[src/rtl/inst_fetch_unit_pkg.sv]
// Shared definitions for the instruction fetch unit: next-PC select codes,
// fetch FSM state encodings and the default reset PC.
package inst_fetch_unit_pkg;

  typedef enum logic [1:0] {
    NPC_INC    = 2'b00,
    NPC_BRANCH = 2'b01,
    NPC_JUMP   = 2'b10,
    NPC_REG    = 2'b11
  } npc_sel_e;

  typedef enum logic [1:0] {
    IFU_IDLE  = 2'b00,
    IFU_WAIT  = 2'b01,
    IFU_FAULT = 2'b10
  } ifu_state_e;

  localparam logic [31:0] RESET_PC_DEFAULT = 32'h0000_1000;
  localparam int          JUMP_W           = 26;  // jump target field width
  localparam int          IMM_W            = 16;  // branch offset field width

endpackage

[src/rtl/inst_fetch_unit_npc_calc.sv]
// Combinational next-PC selection: increment, PC-relative branch, region jump
// or register target. All arithmetic wraps modulo 2^DATA_WIDTH.
module npc_calc
  import inst_fetch_unit_pkg::*;
#(
  parameter int DATA_WIDTH = 32
) (
  input  logic [DATA_WIDTH-1:0] pc,
  input  logic [JUMP_W-1:0]     instruction,  // only the jump/offset fields matter here
  input  logic [DATA_WIDTH-1:0] rs_data,
  input  logic [1:0]            npc_sel,
  output logic [DATA_WIDTH-1:0] next_pc
);

  logic [DATA_WIDTH-1:0] pc_inc;
  logic [DATA_WIDTH-1:0] imm_ext;

  // NOTE: every signal driven here gets a value on every path; a missing
  // branch would silently infer a latch.
  always_comb begin
    pc_inc  = pc + DATA_WIDTH'(1);
    imm_ext = {{(DATA_WIDTH-IMM_W){instruction[IMM_W-1]}}, instruction[IMM_W-1:0]};
    case (npc_sel_e'(npc_sel))
      NPC_INC:    next_pc = pc_inc;
      NPC_BRANCH: next_pc = pc_inc + imm_ext;
      NPC_JUMP:   next_pc = {pc[DATA_WIDTH-1:JUMP_W], instruction};
      default:    next_pc = rs_data;
    endcase
  end

endmodule

[src/rtl/inst_fetch_unit.sv]
// Instruction fetch unit: owns PC and instruction register, reads memory with
// a wait-state handshake and a timeout that parks the unit in a sticky fault.
module inst_fetch_unit
  import inst_fetch_unit_pkg::*;
#(
  parameter int                   ADDR_WIDTH = 26,
  parameter int                   DATA_WIDTH = 32,
  parameter logic [DATA_WIDTH-1:0] RESET_PC  = RESET_PC_DEFAULT,
  parameter int                   TIMEOUT    = 16
) (
  input  logic                  CLK,
  input  logic                  RST,
  input  logic                  FETCH_REQ,
  input  logic                  PC_LOAD,
  input  logic [1:0]            NPC_SEL,
  input  logic [DATA_WIDTH-1:0] RS_DATA,
  input  logic [DATA_WIDTH-1:0] MEM_DATA,
  input  logic                  MEM_READY,
  output logic                  MEM_READ,
  output logic [ADDR_WIDTH-1:0] MEM_ADDR,
  output logic [DATA_WIDTH-1:0] INSTRUCTION,
  output logic [DATA_WIDTH-1:0] PC,
  output logic                  INST_VALID,
  output logic                  BUSY,
  output logic                  FAULT
);

  localparam int CNT_W = (TIMEOUT > 1) ? $clog2(TIMEOUT) : 1;

  ifu_state_e            state_q, state_d;
  logic [CNT_W-1:0]      cnt_q;
  logic                  pend_valid_q;
  logic [1:0]            pend_sel_q;
  logic [DATA_WIDTH-1:0] pend_rs_q;

  logic                  capture;
  logic                  load_now;
  logic [1:0]            load_sel;
  logic [DATA_WIDTH-1:0] load_rs;
  logic [DATA_WIDTH-1:0] next_pc;

  // A fresh PC_LOAD in IDLE takes priority over a load deferred from WAIT.
  always_comb begin
    state_d  = state_q;
    capture  = 1'b0;
    load_now = 1'b0;
    load_sel = NPC_SEL;
    load_rs  = RS_DATA;
    case (state_q)
      IFU_IDLE: begin
        if (PC_LOAD) begin
          load_now = 1'b1;
        end else if (pend_valid_q) begin
          load_now = 1'b1;
          load_sel = pend_sel_q;
          load_rs  = pend_rs_q;
        end
        if (FETCH_REQ) state_d = IFU_WAIT;
      end
      IFU_WAIT: begin
        if (MEM_READY) begin
          capture = 1'b1;
          state_d = IFU_IDLE;
        end else if (cnt_q == CNT_W'(TIMEOUT - 1)) begin
          state_d = IFU_FAULT;
        end
      end
      IFU_FAULT: state_d = IFU_FAULT;
      default:   state_d = IFU_IDLE;
    endcase
  end

  npc_calc #(.DATA_WIDTH(DATA_WIDTH)) u_npc_calc (
    .pc          (PC),
    .instruction (INSTRUCTION[JUMP_W-1:0]),
    .rs_data     (load_rs),
    .npc_sel     (load_sel),
    .next_pc     (next_pc)
  );

  // NOTE: sequential state uses non-blocking assignments so every register
  // samples pre-edge values regardless of statement order.
  always_ff @(posedge CLK or negedge RST) begin
    if (!RST) state_q <= IFU_IDLE;
    else      state_q <= state_d;
  end

  always_ff @(posedge CLK or negedge RST) begin
    if (!RST) begin
      PC           <= RESET_PC;
      INSTRUCTION  <= '0;
      MEM_ADDR     <= '0;
      INST_VALID   <= 1'b0;
      cnt_q        <= '0;
      pend_valid_q <= 1'b0;
      pend_sel_q   <= '0;
      pend_rs_q    <= '0;
    end else begin
      INST_VALID <= capture;
      if (load_now) PC <= next_pc;
      if (capture) INSTRUCTION <= MEM_DATA;

      // The fetch address follows a same-cycle PC update.
      if (state_q == IFU_IDLE && FETCH_REQ) begin
        MEM_ADDR <= load_now ? next_pc[ADDR_WIDTH-1:0] : PC[ADDR_WIDTH-1:0];
        cnt_q    <= '0;
      end else if (state_q == IFU_WAIT && !MEM_READY) begin
        cnt_q <= cnt_q + CNT_W'(1);
      end

      if (state_q == IFU_WAIT) begin
        if (PC_LOAD) begin
          pend_valid_q <= 1'b1;
          pend_sel_q   <= NPC_SEL;
          pend_rs_q    <= RS_DATA;
        end
      end else begin
        pend_valid_q <= 1'b0;
      end
    end
  end

  assign MEM_READ = (state_q == IFU_WAIT);
  assign BUSY     = (state_q == IFU_WAIT);
  assign FAULT    = (state_q == IFU_FAULT);

endmodule

[config.mk]
export PLATFORM = sky130hd
export DESIGN_NAME = inst_fetch_unit
export DESIGN_NICKNAME = d
export VERILOG_FILES = /design/src/rtl/inst_fetch_unit_pkg.sv /design/src/rtl/inst_fetch_unit_npc_calc.sv /design/src/rtl/inst_fetch_unit.sv
export SDC_FILE = /design/constraint.sdc
export NUM_CORES = 1
export LEC_CHECK = 0
export CORE_MARGIN = 2
export CORE_UTILIZATION = 41
export DETAILED_ROUTE_END_ITERATION = 10
export PLACE_DENSITY_LB_ADDON = 0.25
export SETUP_SLACK_MARGIN = 0.4
export SYNTH_ARGS = -nofsm -noshare
export SYNTH_HDL_FRONTEND = slang
export SYNTH_SLANG_ARGS = --single-unit
[constraint.sdc]
create_clock -name CLK -period 5.2 [get_ports CLK]
set_clock_uncertainty 0.2 [all_clocks]
set_input_delay 1.3 -clock CLK [delete_from_list [all_inputs] [get_ports CLK]]
set_output_delay 1.3 -clock CLK [all_outputs]
set_load 0.03 [all_outputs]
==> results.sh <==
export IMPL_run_status="finished clean"
export IMPL_area_of_the_die_mm2=0.0216
export IMPL_cp_data_arrival_time_ns=4.48
export IMPL_final_antenna_net_count=0
export IMPL_synthesized_net_count=966
export IMPL_clock_sinks=132
export IMPL_wl_um=25300
export IMPL_postCtsHoldBufs=0
export IMPL_timing_final_max_slew_violations=0
export IMPL_grt_total_usage_pct=23.9
export IMPL_yosysTopAreaCellShare_pct=39.1
export IMPL_io_pins=165
export IMPL_crit_path_top_delay_cell="a2111oi_0"
export IMPL_core_occupancy_in_the_finished_layout_pct=54.7
export IMPL_clk_transition_reported_paths_ns=0.06
export IMPL_category_of_the_worst_setup_path_capture_point="register"
export IMPL_ys_flop_type="dfrtp_1"
export IMPL_ys_ff_latch=132
export IMPL_first_global_vias=7221
export IMPL_syn_area_cell_um2=9.75
export IMPL_hold_path_cell_count=2
export IMPL_timing_fmax_ghz=0.226
export IMPL_fin_total_pwr_mw=7.16
export IMPL_routabilityCongestion=0.930
export IMPL_timing_final_setup_violations=0
export IMPL_synth_seq_area_share_pct=39.4
export IMPL_worst_setup_path_type="register to register"
export IMPL_grt_pass1_wl_um=40300
export IMPL_clock_latency_ns=0.42
export IMPL_synth_cells=860
export IMPL_cts_max_path_buffers=2
export IMPL_filler_cell_count=1815
export IMPL_die_x_um=147
export IMPL_critical_path_required_ns=5.26
export IMPL_finalHoldViolCount=0
export IMPL_powerDensity_mw_per_mm2=648
export IMPL_stdcell_area_mm2=0.0110
export IMPL_post_synthesis_instance_area_mm2=0.00839
export IMPL_dr_first_iter_drc_count=573
export IMPL_total_number_of_vias=7372
export IMPL_htree_num_levels=4
export IMPL_finalNonFillerCells=1303
export IMPL_yosys_cell_types_count=70
export IMPL_preCtsSetupSlack_ns=0.464
export IMPL_r2r_worst_path_cells=14
export IMPL_timing_hold_worst_class="register to register"
export IMPL_worst_pin_slew_ns=0.933
export IMPL_critical_path_cell_count=14
export IMPL_critical_path_max_stage_delay_ns=0.80
export IMPL_antenna_found_initial=0
export IMPL_row_count=52
export IMPL_critical_path_cell_chain="ha_1 > nand3_1 > nor2_2 > xor2_1 > ha_1 > and4_1 > o21ai_0 > a31oi_1 > nor2_1 > o21ai_0 > xnor2_1 > nor2_1 > a2111oi_0 > o31ai_1"
export IMPL_drt_wirelength_per_cell_um=19.4
export IMPL_cpLargestDelayFamily="compound AO/OA/AOI/OAI gates"
export IMPL_worst_ir_drop_vdd_uv=300
export IMPL_num_antenna_cells=0
export IMPL_synth_common_cells="dfrtp_1 (131), nand2_1 (91), mux2_2 (89)"
export IMPL_global_route_overflow_total=0
export IMPL_number_of_flops_mapped_to_enable_cells_by_yosys=0
export IMPL_layout_drive_gt1_share_pct=15.9
export IMPL_floorplan_initialDensity_pct=41.6
export IMPL_postCtsSetupBuffers=0
export IMPL_placedCellCount=1271
export IMPL_die_height_um=147
export IMPL_drc_violations=0
export IMPL_post_synth_top_area_cell="dfrtp_1"
export IMPL_p_leak_nw=4.62
export IMPL_inserted_clock_buffers=17
export IMPL_detailedPlacementHpwl_um=19100
export IMPL_clock_tree_from_tritoncts="yes"
export IMPL_area_growth_syn_to_layout_pct=31.6
export IMPL_drv_cap=0
export IMPL_finalCriticalPeriod_ns=4.42
export IMPL_critical_path_n_buffers_inverters=0
export IMPL_worstPathMaxFanout=7
export IMPL_setup_repair_after_global_routing_missed_its_margin="false"
export IMPL_viasPerCell=5.66
export IMPL_dominant_cell_by_count_in_the_synthesized_netlist="dfrtp_1"
export IMPL_synth_async_reset_ratio_pct=100
export IMPL_place_port_buffers=164
export IMPL_yosysWarnings=0
export IMPL_clk_root_buffer_cell="clkbuf_16"
export IMPL_multiInputGateArea_mm2=0.00489
export IMPL_post_route_worst_setup_slack_ns=0.775
export IMPL_worst_hold_check_slack_ns=0.286
export IMPL_crit_path_start_kind="register"
export IMPL_regArea_mm2=0.00330
export IMPL_drt_first_pass_iters=6
export IMPL_maximum_number_of_pins_on_one_net_before_global_route_repair=69
export IMPL_nets=1126
export IMPL_timing_setup_tns_ns=0
export IMPL_dpl_instance_area_mm2=0.0104
export IMPL_coreArea_mm2=0.0202
export IMPL_max_slew_margin_rel_pct=37.5
export IMPL_final_min_period_over_clock_period_pct=85.1
export IMPL_netlist_top_cells_area="dfrtp_1 (39%), mux2_2 (12%), ha_1 (5.1%)"
-- worst paths after layout --
kind / from / to / slack (ns)
min: MEM_ADDR[11] / MEM_ADDR[11] / 0.29
max reg2reg: PC[0] / MEM_ADDR[12] / 0.78
min in group asynchronous: RST / MEM_ADDR[6] / 0.68
max in group asynchronous: RST / PC[30] / 3.10
max: PC[0] / MEM_ADDR[12] / 0.78
min reg2reg: MEM_ADDR[11] / MEM_ADDR[11] / 0.29
-- flip-flops by register name (all words and copies together), names as in the netlist --
| signal | flops |
|---|---|
| state_q | 2 |
| MEM_ADDR | 26 |
| INST_VALID | 1 |
| PC | 32 |
| pend_valid_q | 1 |
| cnt_q | 4 |
| pend_rs_q | 32 |
| pend_sel_q | 2 |
| INSTRUCTION | 32 |
-- repair_timing --
| item | in CTS | in global routing |
|---|---|---|
| resized for setup | 0 | 1 |
| setup endpoints to repair | 0 | 2 |
| hold endpoints to repair | 0 | 0 |
-- final cells by class --
| class | instances | share of cell area (%) |
|---|---|---|
| multi-input cells | 669 | 44.2 |
| flip-flops and latches | 132 | 29.9 |
| repair buffers | 183 | 16.3 |
| clock buffers | 21 | 4.35 |
| well taps | 270 | 3.06 |
| clock inverters | 11 | 1.55 |
| inverters | 17 | 0.578 |
-- where the power goes --
group          switching (mW)  internal [mW]
Clock                   0.473          0.856
Sequential              0.422           1.39
Combinational            2.27           1.74
Total                    3.17           3.99
-- cells in the final DEF (no fill, tap or decap), types with 3 or more instances in the layout --
cell             netlist  final
xor2_1                21     21
a221oi_1               3      3
o211ai_1               6      6
buf_4                  1     18
nor2_1                87     86
and3_1                13     13
nor3_1                 8      7
and2_1                 3      4
mux4_2                 5      5
mux2_2                89     89
o21a_1                 4      4
a211oi_1              14     14
dfrtp_1              131    131
o21ai_0               30     30
xnor2_1               33     33
a221o_1                4      4
o21ai_1                6      5
o22ai_1                4      4
clkdlybuf4s50_1        0    163
o221ai_1               6      6
nor2b_1                5      5
a31oi_1                9      9
o31a_1                 3      3
clkbuf_8               0      4
clkbuf_16              0     17
a21oi_1               57     57
mux2i_1               32     31
bufinv_16              0      4
ha_1                  34     34
o31ai_1                6      6
nand3_1               17     17
a21o_1                15     15
inv_1                 17     17
nand4_1               15     15
nand2_1               91     91
-- layer usage --
layer | wire (um) | up-vias | global-route usage, % | part of all wire, %
met5 | 0 | - | 0 | 0
met3 | 2030 | 37 | 7.11 | 8.0
met1 | 11300 | 3592 | 33.0 | 45
met2 | 11500 | 282 | 36.8 | 45
li1 | - | 3461 | - | -
met4 | 494 | 0 | 6.68 | 2.0
-- cell families (layout without fill, tap and decap cells) --
group | after synthesis | after routing | synth area share [%]
AND/OR/NAND/NOR | 252 | 252 | 13.3
AO/OA/AOI/OAI | 199 | 199 | 15.9
flip-flops | 132 | 132 | 39.4
multiplexers | 129 | 129 | 17.6
buffers and inverters | 59 | 232 | 2.83
XOR/XNOR | 54 | 54 | 5.64
adder cells (fa/ha/maj) | 35 | 35 | 5.31
-- worst min-delay path, delay by kind of cell (launching register included) --
family,cells,cell delay [ns]
flops,1,0.35
simple gates,2,0.10
Power figures use the tool's default switching activity.
